[config.mk]
export PLATFORM = sky130hd
export DESIGN_NAME = mem_fill_arbiter
export DESIGN_NICKNAME = d
export VERILOG_FILES = /design/src/rtl/mem_fill_arbiter.sv
export SDC_FILE = /design/constraint.sdc
export NUM_CORES = 1
export LEC_CHECK = 0
export BUFFER_PORTS_ARGS = -buffer_cell sky130_fd_sc_hd__buf_4
export CAP_MARGIN = 10
export CORE_ASPECT_RATIO = 0.6
export CORE_UTILIZATION = 40
export CTS_BUF_LIST = sky130_fd_sc_hd__clkbuf_8 sky130_fd_sc_hd__clkbuf_16
export DETAILED_ROUTE_END_ITERATION = 8
export GPL_TIMING_DRIVEN = 0
export PLACE_DENSITY = 0.77
export SLEW_MARGIN = 20
export SYNTH_ARGS = -nofsm -noshare
export SYNTH_HDL_FRONTEND = slang
export SYNTH_SLANG_ARGS = --single-unit
[constraint.sdc]
create_clock -name clk -period 3 [get_ports clk]
set_clock_uncertainty 0.15 [all_clocks]
set_input_delay 0 -clock clk [delete_from_list [all_inputs] [get_ports clk]]
set_output_delay 0 -clock clk [all_outputs]
set_load 0.01 [all_outputs]
[src/rtl/mem_fill_arbiter.sv]
// Arbitrates the shared pipelined memory between the I-cache fill path and the D-cache fill/store path.
// Issues one line fill (BLOCK_WORDS sequential reads) or one store word per grant and tags returned words.
module mem_fill_arbiter #(
    parameter int ADDR_W      = 16,
    parameter int DATA_W      = 16,
    parameter int MEM_LAT     = 4,
    parameter int BLOCK_WORDS = 8,
    parameter int IDX_W       = $clog2(BLOCK_WORDS)
) (
    input  logic              clk,
    input  logic              rst_n,

    input  logic              i_req,
    input  logic [ADDR_W-1:0] i_addr,
    output logic              i_gnt,
    output logic              i_data_vld,
    output logic [DATA_W-1:0] i_data,
    output logic [IDX_W-1:0]  i_word,
    output logic              i_done,

    input  logic              d_req,
    input  logic              d_wr,
    input  logic [ADDR_W-1:0] d_addr,
    input  logic [DATA_W-1:0] d_wdata,
    output logic              d_gnt,
    output logic              d_data_vld,
    output logic [DATA_W-1:0] d_data,
    output logic [IDX_W-1:0]  d_word,
    output logic              d_done,

    output logic              mem_en,
    output logic              mem_wr,
    output logic [ADDR_W-1:0] mem_addr,
    output logic [DATA_W-1:0] mem_wdata,
    input  logic [DATA_W-1:0] mem_rdata
);

    localparam int OFF_W = IDX_W + 1;
    localparam logic [IDX_W-1:0] LAST_IDX = IDX_W'(BLOCK_WORDS - 1);

    typedef enum logic [1:0] {
        S_IDLE  = 2'd0,
        S_FILL  = 2'd1,
        S_DRAIN = 2'd2,
        S_WRITE = 2'd3
    } state_t;

    state_t             r_state;
    state_t             w_state_nxt;

    // r_own_d doubles as last_gnt: it only changes when a new grant is made
    logic               r_own_d;
    logic [ADDR_W-1:0]  r_addr;
    logic [DATA_W-1:0]  r_wdata;
    logic [IDX_W-1:0]   r_iss;
    logic [IDX_W-1:0]   r_ret;
    logic [MEM_LAT-1:0] r_vld_sr;

    logic               r_i_gnt;
    logic               r_i_vld_p1;
    logic [DATA_W-1:0]  r_i_data_p1;
    logic [IDX_W-1:0]   r_i_word_p1;
    logic               r_i_done_p1;
    logic               r_d_gnt;
    logic               r_d_vld_p1;
    logic [DATA_W-1:0]  r_d_data_p1;
    logic [IDX_W-1:0]   r_d_word_p1;
    logic               r_d_done_p1;

    logic               w_any;
    logic               w_pick_d;
    logic               w_grant;
    logic               w_own_nxt;
    logic               w_rd_issue;
    logic               w_ret;
    logic               w_ret_last;

    function automatic logic [ADDR_W-1:0] line_base(input logic [ADDR_W-1:0] a);
        return {a[ADDR_W-1:OFF_W], {OFF_W{1'b0}}};
    endfunction

    // On a tie the side that did not win last time gets the memory
    assign w_any      = i_req | d_req;
    assign w_pick_d   = d_req & (~i_req | ~r_own_d);
    assign w_grant    = (r_state == S_IDLE) & w_any;
    assign w_own_nxt  = w_grant ? w_pick_d : r_own_d;
    assign w_ret      = r_vld_sr[MEM_LAT-1];
    assign w_ret_last = w_ret & (r_ret == LAST_IDX);

    always_ff @(posedge clk or negedge rst_n) begin
        if (!rst_n) begin
            r_state <= S_IDLE;
        end else begin
            r_state <= w_state_nxt;
        end
    end

    always_comb begin
        w_state_nxt = r_state;
        case (r_state)
            S_IDLE: begin
                if (w_any) begin
                    w_state_nxt = (w_pick_d && d_wr) ? S_WRITE : S_FILL;
                end
            end
            S_FILL: begin
                if (r_iss == LAST_IDX) begin
                    w_state_nxt = S_DRAIN;
                end
            end
            S_DRAIN: begin
                if (r_i_done_p1 || r_d_done_p1) begin
                    w_state_nxt = S_IDLE;
                end
            end
            S_WRITE: begin
                w_state_nxt = S_IDLE;
            end
            default: begin
                w_state_nxt = S_IDLE;
            end
        endcase
    end

    always_comb begin
        mem_en     = 1'b0;
        mem_wr     = 1'b0;
        mem_addr   = '0;
        mem_wdata  = '0;
        w_rd_issue = 1'b0;
        case (r_state)
            S_FILL: begin
                mem_en     = 1'b1;
                w_rd_issue = 1'b1;
                mem_addr   = {r_addr[ADDR_W-1:OFF_W], r_iss, 1'b0};
            end
            S_WRITE: begin
                mem_en    = 1'b1;
                mem_wr    = 1'b1;
                mem_addr  = r_addr;
                mem_wdata = r_wdata;
            end
            default: begin
            end
        endcase
    end

    always_ff @(posedge clk or negedge rst_n) begin
        if (!rst_n) begin
            r_own_d <= 1'b0;
            r_addr  <= '0;
            r_wdata <= '0;
            r_iss   <= '0;
            r_i_gnt <= 1'b0;
            r_d_gnt <= 1'b0;
        end else begin
            if (w_grant) begin
                r_own_d <= w_pick_d;
                r_addr  <= w_pick_d ? (d_wr ? d_addr : line_base(d_addr)) : line_base(i_addr);
                r_wdata <= d_wdata;
            end
            if (r_state == S_FILL) begin
                r_iss <= r_iss + IDX_W'(1);
            end
            r_i_gnt <= (w_state_nxt != S_IDLE) & ~w_own_nxt;
            r_d_gnt <= (w_state_nxt != S_IDLE) & w_own_nxt;
        end
    end

    // Return stage p1: mem_rdata is registered together with its valid and word index
    always_ff @(posedge clk or negedge rst_n) begin
        if (!rst_n) begin
            r_vld_sr    <= '0;
            r_ret       <= '0;
            r_i_vld_p1  <= 1'b0;
            r_i_data_p1 <= '0;
            r_i_word_p1 <= '0;
            r_i_done_p1 <= 1'b0;
            r_d_vld_p1  <= 1'b0;
            r_d_data_p1 <= '0;
            r_d_word_p1 <= '0;
            r_d_done_p1 <= 1'b0;
        end else begin
            r_vld_sr[0] <= w_rd_issue;
            for (int k = 1; k < MEM_LAT; k++) begin
                r_vld_sr[k] <= r_vld_sr[k-1];
            end
            if (w_ret) begin
                r_ret <= r_ret + IDX_W'(1);
            end
            r_i_vld_p1  <= w_ret & ~r_own_d;
            r_i_data_p1 <= (w_ret & ~r_own_d) ? mem_rdata : '0;
            r_i_word_p1 <= (w_ret & ~r_own_d) ? r_ret : '0;
            r_i_done_p1 <= w_ret_last & ~r_own_d;
            r_d_vld_p1  <= w_ret & r_own_d;
            r_d_data_p1 <= (w_ret & r_own_d) ? mem_rdata : '0;
            r_d_word_p1 <= (w_ret & r_own_d) ? r_ret : '0;
            r_d_done_p1 <= (w_ret_last & r_own_d) | (w_state_nxt == S_WRITE);
        end
    end

    assign i_gnt      = r_i_gnt;
    assign i_data_vld = r_i_vld_p1;
    assign i_data     = r_i_data_p1;
    assign i_word     = r_i_word_p1;
    assign i_done     = r_i_done_p1;
    assign d_gnt      = r_d_gnt;
    assign d_data_vld = r_d_vld_p1;
    assign d_data     = r_d_data_p1;
    assign d_word     = r_d_word_p1;
    assign d_done     = r_d_done_p1;

endmodule

== Word level (Yosys, flattened, before mapping) ==
Index checks and enable logic that the tools add are counted.

* Output and inout bits: 78
* Register bits after elaboration: 89
* Input port bits: 69

* Mux-type cells: 17
* Equality and inequality tests: 6
* Reduce and logical (&&, ||, !) cells: 5
* $add $sub $neg: 2
* Bitwise operators: 15

{| class="wikitable"
|+ Operator list
! cell !! number
|-
| $mux 16 || 4
|-
| $pmux 16 s2 || 1
|-
| $and 1x1->1 || 9
|-
| $mux 2 || 4
|-
| $pmux 2 s4 || 1
|-
| $add 3x1->3 const B || 2
|-
| $eq 2x2->1 const B || 3
|-
| $eq 3x3->1 const B || 2
|-
| $mux 3 || 2
|-
| $mux 1 || 4
|-
| $mux 4 || 1
|-
| $not 1->1 || 3
|-
| $or 1x1->1 || 3
|-
| $eq 2x1->1 const B || 1
|-
| $logic_not 2->1 || 1
|-
| $reduce_bool 2->1 || 1
|-
| $reduce_or 2->1 || 1
|-
| $logic_and 1x1->1 || 1
|-
| $logic_or 1x1->1 || 1
|}

== Depth between registers and ports, before layout ==
* Depth in word-level cells: 9
* Mapped depth: 5

== Worst setup path before layout ==
OpenSTA, ideal clock, no wires.

* Path type: register -> register
* Start point: reg r_own_d
* End point: reg r_addr[10]
* Setup time: 125 ps
* Clock period less this slack: 1674 ps
* Slack: 1326 ps
* Required time: 2725 ps
* Path buffers: 1
* Stages on the path, launching flop included: 5
* Arrival: 1399 ps
* Path through: dfrtp_1 a21boi_2 buf_6 mux2_4 mux2_4

* Cells in the longest elaborated chain, start to end: 4

{| class="wikitable"
|+ RTL lines
! element !! line !! text
|-
| from (decl) || 52 || <nowiki>logic r_own_d;</nowiki>
|-
| from (signal assigned) || 158 || <nowiki>r_own_d <= w_pick_d;</nowiki>
|-
| $not 1->1 || 84 || <nowiki>assign w_pick_d = d_req & (~i_req | ~r_own_d);</nowiki>
|-
| $or 1x1->1 || 84 ||
|-
| $and 1x1->1 || 84 ||
|-
| $mux 16 || 159 || <nowiki>r_addr <= w_pick_d ? (d_wr ? d_addr : line_base(d_addr)) : line_base(i_addr);</nowiki>
|-
| to (signal assigned) || 159 ||
|-
| to (decl) || 53 || <nowiki>logic [ADDR_W-1:0] r_addr;</nowiki>
|}

Every way passes these cells.
A chain may end at the register's enable or synchronous reset.

== Worst setup path after layout ==
* Start point: reg r_own_d
* End point: reg r_addr[9]

Same word-level chain as after synthesis.

==> results by group <==
Run status
  • Run status: complete, no violations

STA
  • Hold Slack: ~36 ps
  • Tcrit/Tclk final: 82.74%
  • Endpoints failing hold: 0
  • Minimum clock period: around 2500 ps
  • # setup viols final: 0
  • RSZ-0062 raised after global routing: no
  • Fin. max-slew vios: 0
  • Normalized max-slew margin: 47.91%
  • Max Clk Rate: 402.9 MHz
  • Final Worst Setup Slack: around 520 ps
  • Setup_tns: 0 ps
  • Least-Margin Pin Slew: 781.4 ps

Detailed routing
  • Initial DRT Pass Iterations: 4
  • Post-route ant nets: 0
  • Vias per cell: around 4.6
  • Initial DRC count: 108
  • # DRC: 0
  • Routed WL: 8981 microns
  • Vias: around 2700
  • DR WL/cell: 15.17 microns

Setup path
  • Delay-heaviest family, CP: buffers and inverters
  • Slowest CP cell: dlygate4sd3_1
  • Critical path type: register to register
  • CP max stage delay: 580 ps
  • CP Launch Type: register
  • Reg-to-reg startpoint: r_own_d
  • Worst-path maximum fanout: 10
  • RR Endpoint: r_addr[9]
  • CP Cell Sequence: a21boi_2 -> buf_6 -> mux2_4 -> dlygate4sd3_1 -> mux2_4
  • Worst EP arrival: 2560 ps
  • Worst reg2reg path depth: 5
  • Crit end category: register
  • Most used cell, CP: mux2_4
  • Reg2Reg Setup Slack: 520 ps
  • Req. time, crit path: 3070 ps
  • CP bufs+invs: 2

Finish
  • Diode count: 0
  • Area Growth Syn to Fin: 60.21%
  • Share of cells above drive strength 1: about 43%
  • Cell area after layout: 5773 sq um
  • Nets: between 500 and 600

Power and ir drop
  • Sequential power share: 36.1%
  • Total Power: 5.398 mW
  • Pint: 3.698 mW
  • Clock Power Share: 22.2%
  • Combinational share of power: between 40% and 50%
  • Pwr/cell area: around 930 nW/um^2
  • P_leak: 2.953 nW
  • Switching portion of total power: 31.49%
  • VDD IR-drop max: 0.4314 mV
  • Net Sw Power: between 1.5 and 2 mW

Logic synthesis
  • Distinct cells, synth: 29
  • Yosys top cell area share: 61.81%
  • Post-Syn Nets: ~330
  • Post-synthesis sequential area ratio: about 60%
  • Avg Synthesized Cell Area: 13.97 sq um
  • Cell type with the largest total area after synthesis: dfrtp_1
  • Cells after synthesis: 258
  • Mapped cell area: 3603 sq um
  • Post-synth EDFFs: 0
  • Asr flop ratio synth: 100.0%
  • Synthesized flop and latch total: 89
  • Post-synth top flop: dfrtp_1
  • Most frequent cell after synthesis: dfrtp_1
  • Warnings from Yosys: 0
  • Synth area leaders: dfrtp_1 (62%), mux2_2 (8.8%), mux2_4 (6.7%)
  • Commonest cells post-synth: dfrtp_1 (89), and3_1 (36), and2_1 (35)

Floorplanning
  • Die width: 124.5 microns
  • Std-Cell Rows: 26
  • DIE AREA: 9405 sq um
  • Die H: ~76 microns
  • Initial Util: a little over two fifths
  • I/O pin count: 147
  • Core ar.: 8621 sq um

Hold path
  • WHS Path Cells: 4
  • WHS Endpoint: r_state[1]
  • Hold WC Path Type: primary input to register
  • Hold_sp: d_wr

Placement
  • Pre-CTS setup slack: 1107 ps
  • Routability cong.: 0.7707
  • Detail Placement HPWL: 5783 microns
  • Dpl cell area: about 4800 sq um
  • Port bufs: about 140

Flow run
  • Max Cap Viol: 0

Clocking
  • H-tree depth: 3
  • Clk slew on worst S/H paths: 70 ps
  • Root buffer cell: clkbuf_16
  • Sink Count: 89
  • Postcts setup bufs: 0
  • Clk Latency, worst-skew pair: 340 ps
  • Hold_buf cts: 64
  • Post-CTS sizing: 0
  • CTS tree: built
  • Cts bufs inserted: 9
  • Clock Path Buffers: 2

Global route
  • Initial antenna violation count: 0
  • Grt total ovfl: 0
  • Vias in the first global route: around 2800
  • Pin count of the biggest net entering global routing: 90
  • Total GRT Usage: 19.90%
  • First-pass GRT wire length: 14120 microns
worst register-to-register path: cells and delay by family, from the launching register on:
kind,cells,cell delay [ps]
compound gates,1,360
buf+inv,2,820
flops,1,450
mux,2,580
cell families after synthesis:
kind of cell	after synthesis	share of synthesized area, %
DFF	89	61.81
and+or+nand+nor	82	14.31
muxes	47	16.25
buffers and inverters	20	2.743
AOI/OAI and AO/OA	14	3.021
adders and majority gates	4	1.389
xor gates and xnor gates	2	0.4862
registers in the layout (all words and copies together), names as in the netlist, 4 cells and up:
register / count
i_data: 16
r_wdata: 16
r_vld_sr: 4
r_addr: 16
d_data: 16
power groups by stage:
stage | logic [mW] | clock network, mW | registers, mW
after floorplan | 1.13 | 0 | 2.00
after global placement | 2.10 | 0 | 1.94
after detailed placement | 2.16 | 0 | 1.97
after CTS | 2.26 | 1.23 | 1.95
after global routing | 2.45 | 1.28 | 2.01
final | 2.25 | 1.20 | 1.95
through the flow:
| stage | cells | util, % |
|---|---|---|
| final | 592 | 66.97 |
| after global routing | 592 | 66.97 |
| after CTS | 592 | 66.92 |
| after detailed placement | 512 | 55.79 |
| after global placement | 512 | 55.79 |
| after floorplan | 258 | - |
how the worst max path moves through the flow:
stage	startpoint	endpoint	slack [ps]	cells past startpoint
after floorplan	r_own_d	r_addr[10]	1330	4
after CTS	r_own_d	r_addr[9]	530	5
final	r_own_d	r_addr[9]	520	5
after global placement	r_own_d	r_addr[8]	1130	4
after detailed placement	r_own_d	r_addr[9]	1110	4
after global routing	r_own_d	r_addr[9]	460	5
area by class of cell:
cell class	instances	area, sq um
plain buffers	18	91.34
clock buffers	9	225.2
clock inverters	7	93.84
fillers	666	2848
inverters	2	7.507
multi-input cells	149	1277
flip-flops and latches	89	2227
well taps	112	140.1
repair buffers	206	1710
layout by cell type, fill, tap and decap left out, types with 2 or more instances in the layout:
cell type / n
ha_1: 4
clkbuf_1: 13
a22o_1: 4
mux2_2: 28
xor2_1: 2
mux2_4: 16
dfrtp_1: 89
buf_4: 143
dlygate4sd3_1: 64
clkbuf_16: 9
and3_1: 36
inv_6: 2
a21oi_1: 2
bufinv_16: 2
nor3b_1: 2
inv_1: 3
buf_6: 3
mux2i_1: 3
and2_1: 35
nor2b_1: 5
metal layers:
metal  share of wire, %  global-route usage, %
met1                 46                  25.92
met2                 48                  32.54
met3                5.0                  6.039
met4               0.97                  6.426
met5                  0                      0
No activity file was read; power rests on OpenSTA's default activity.
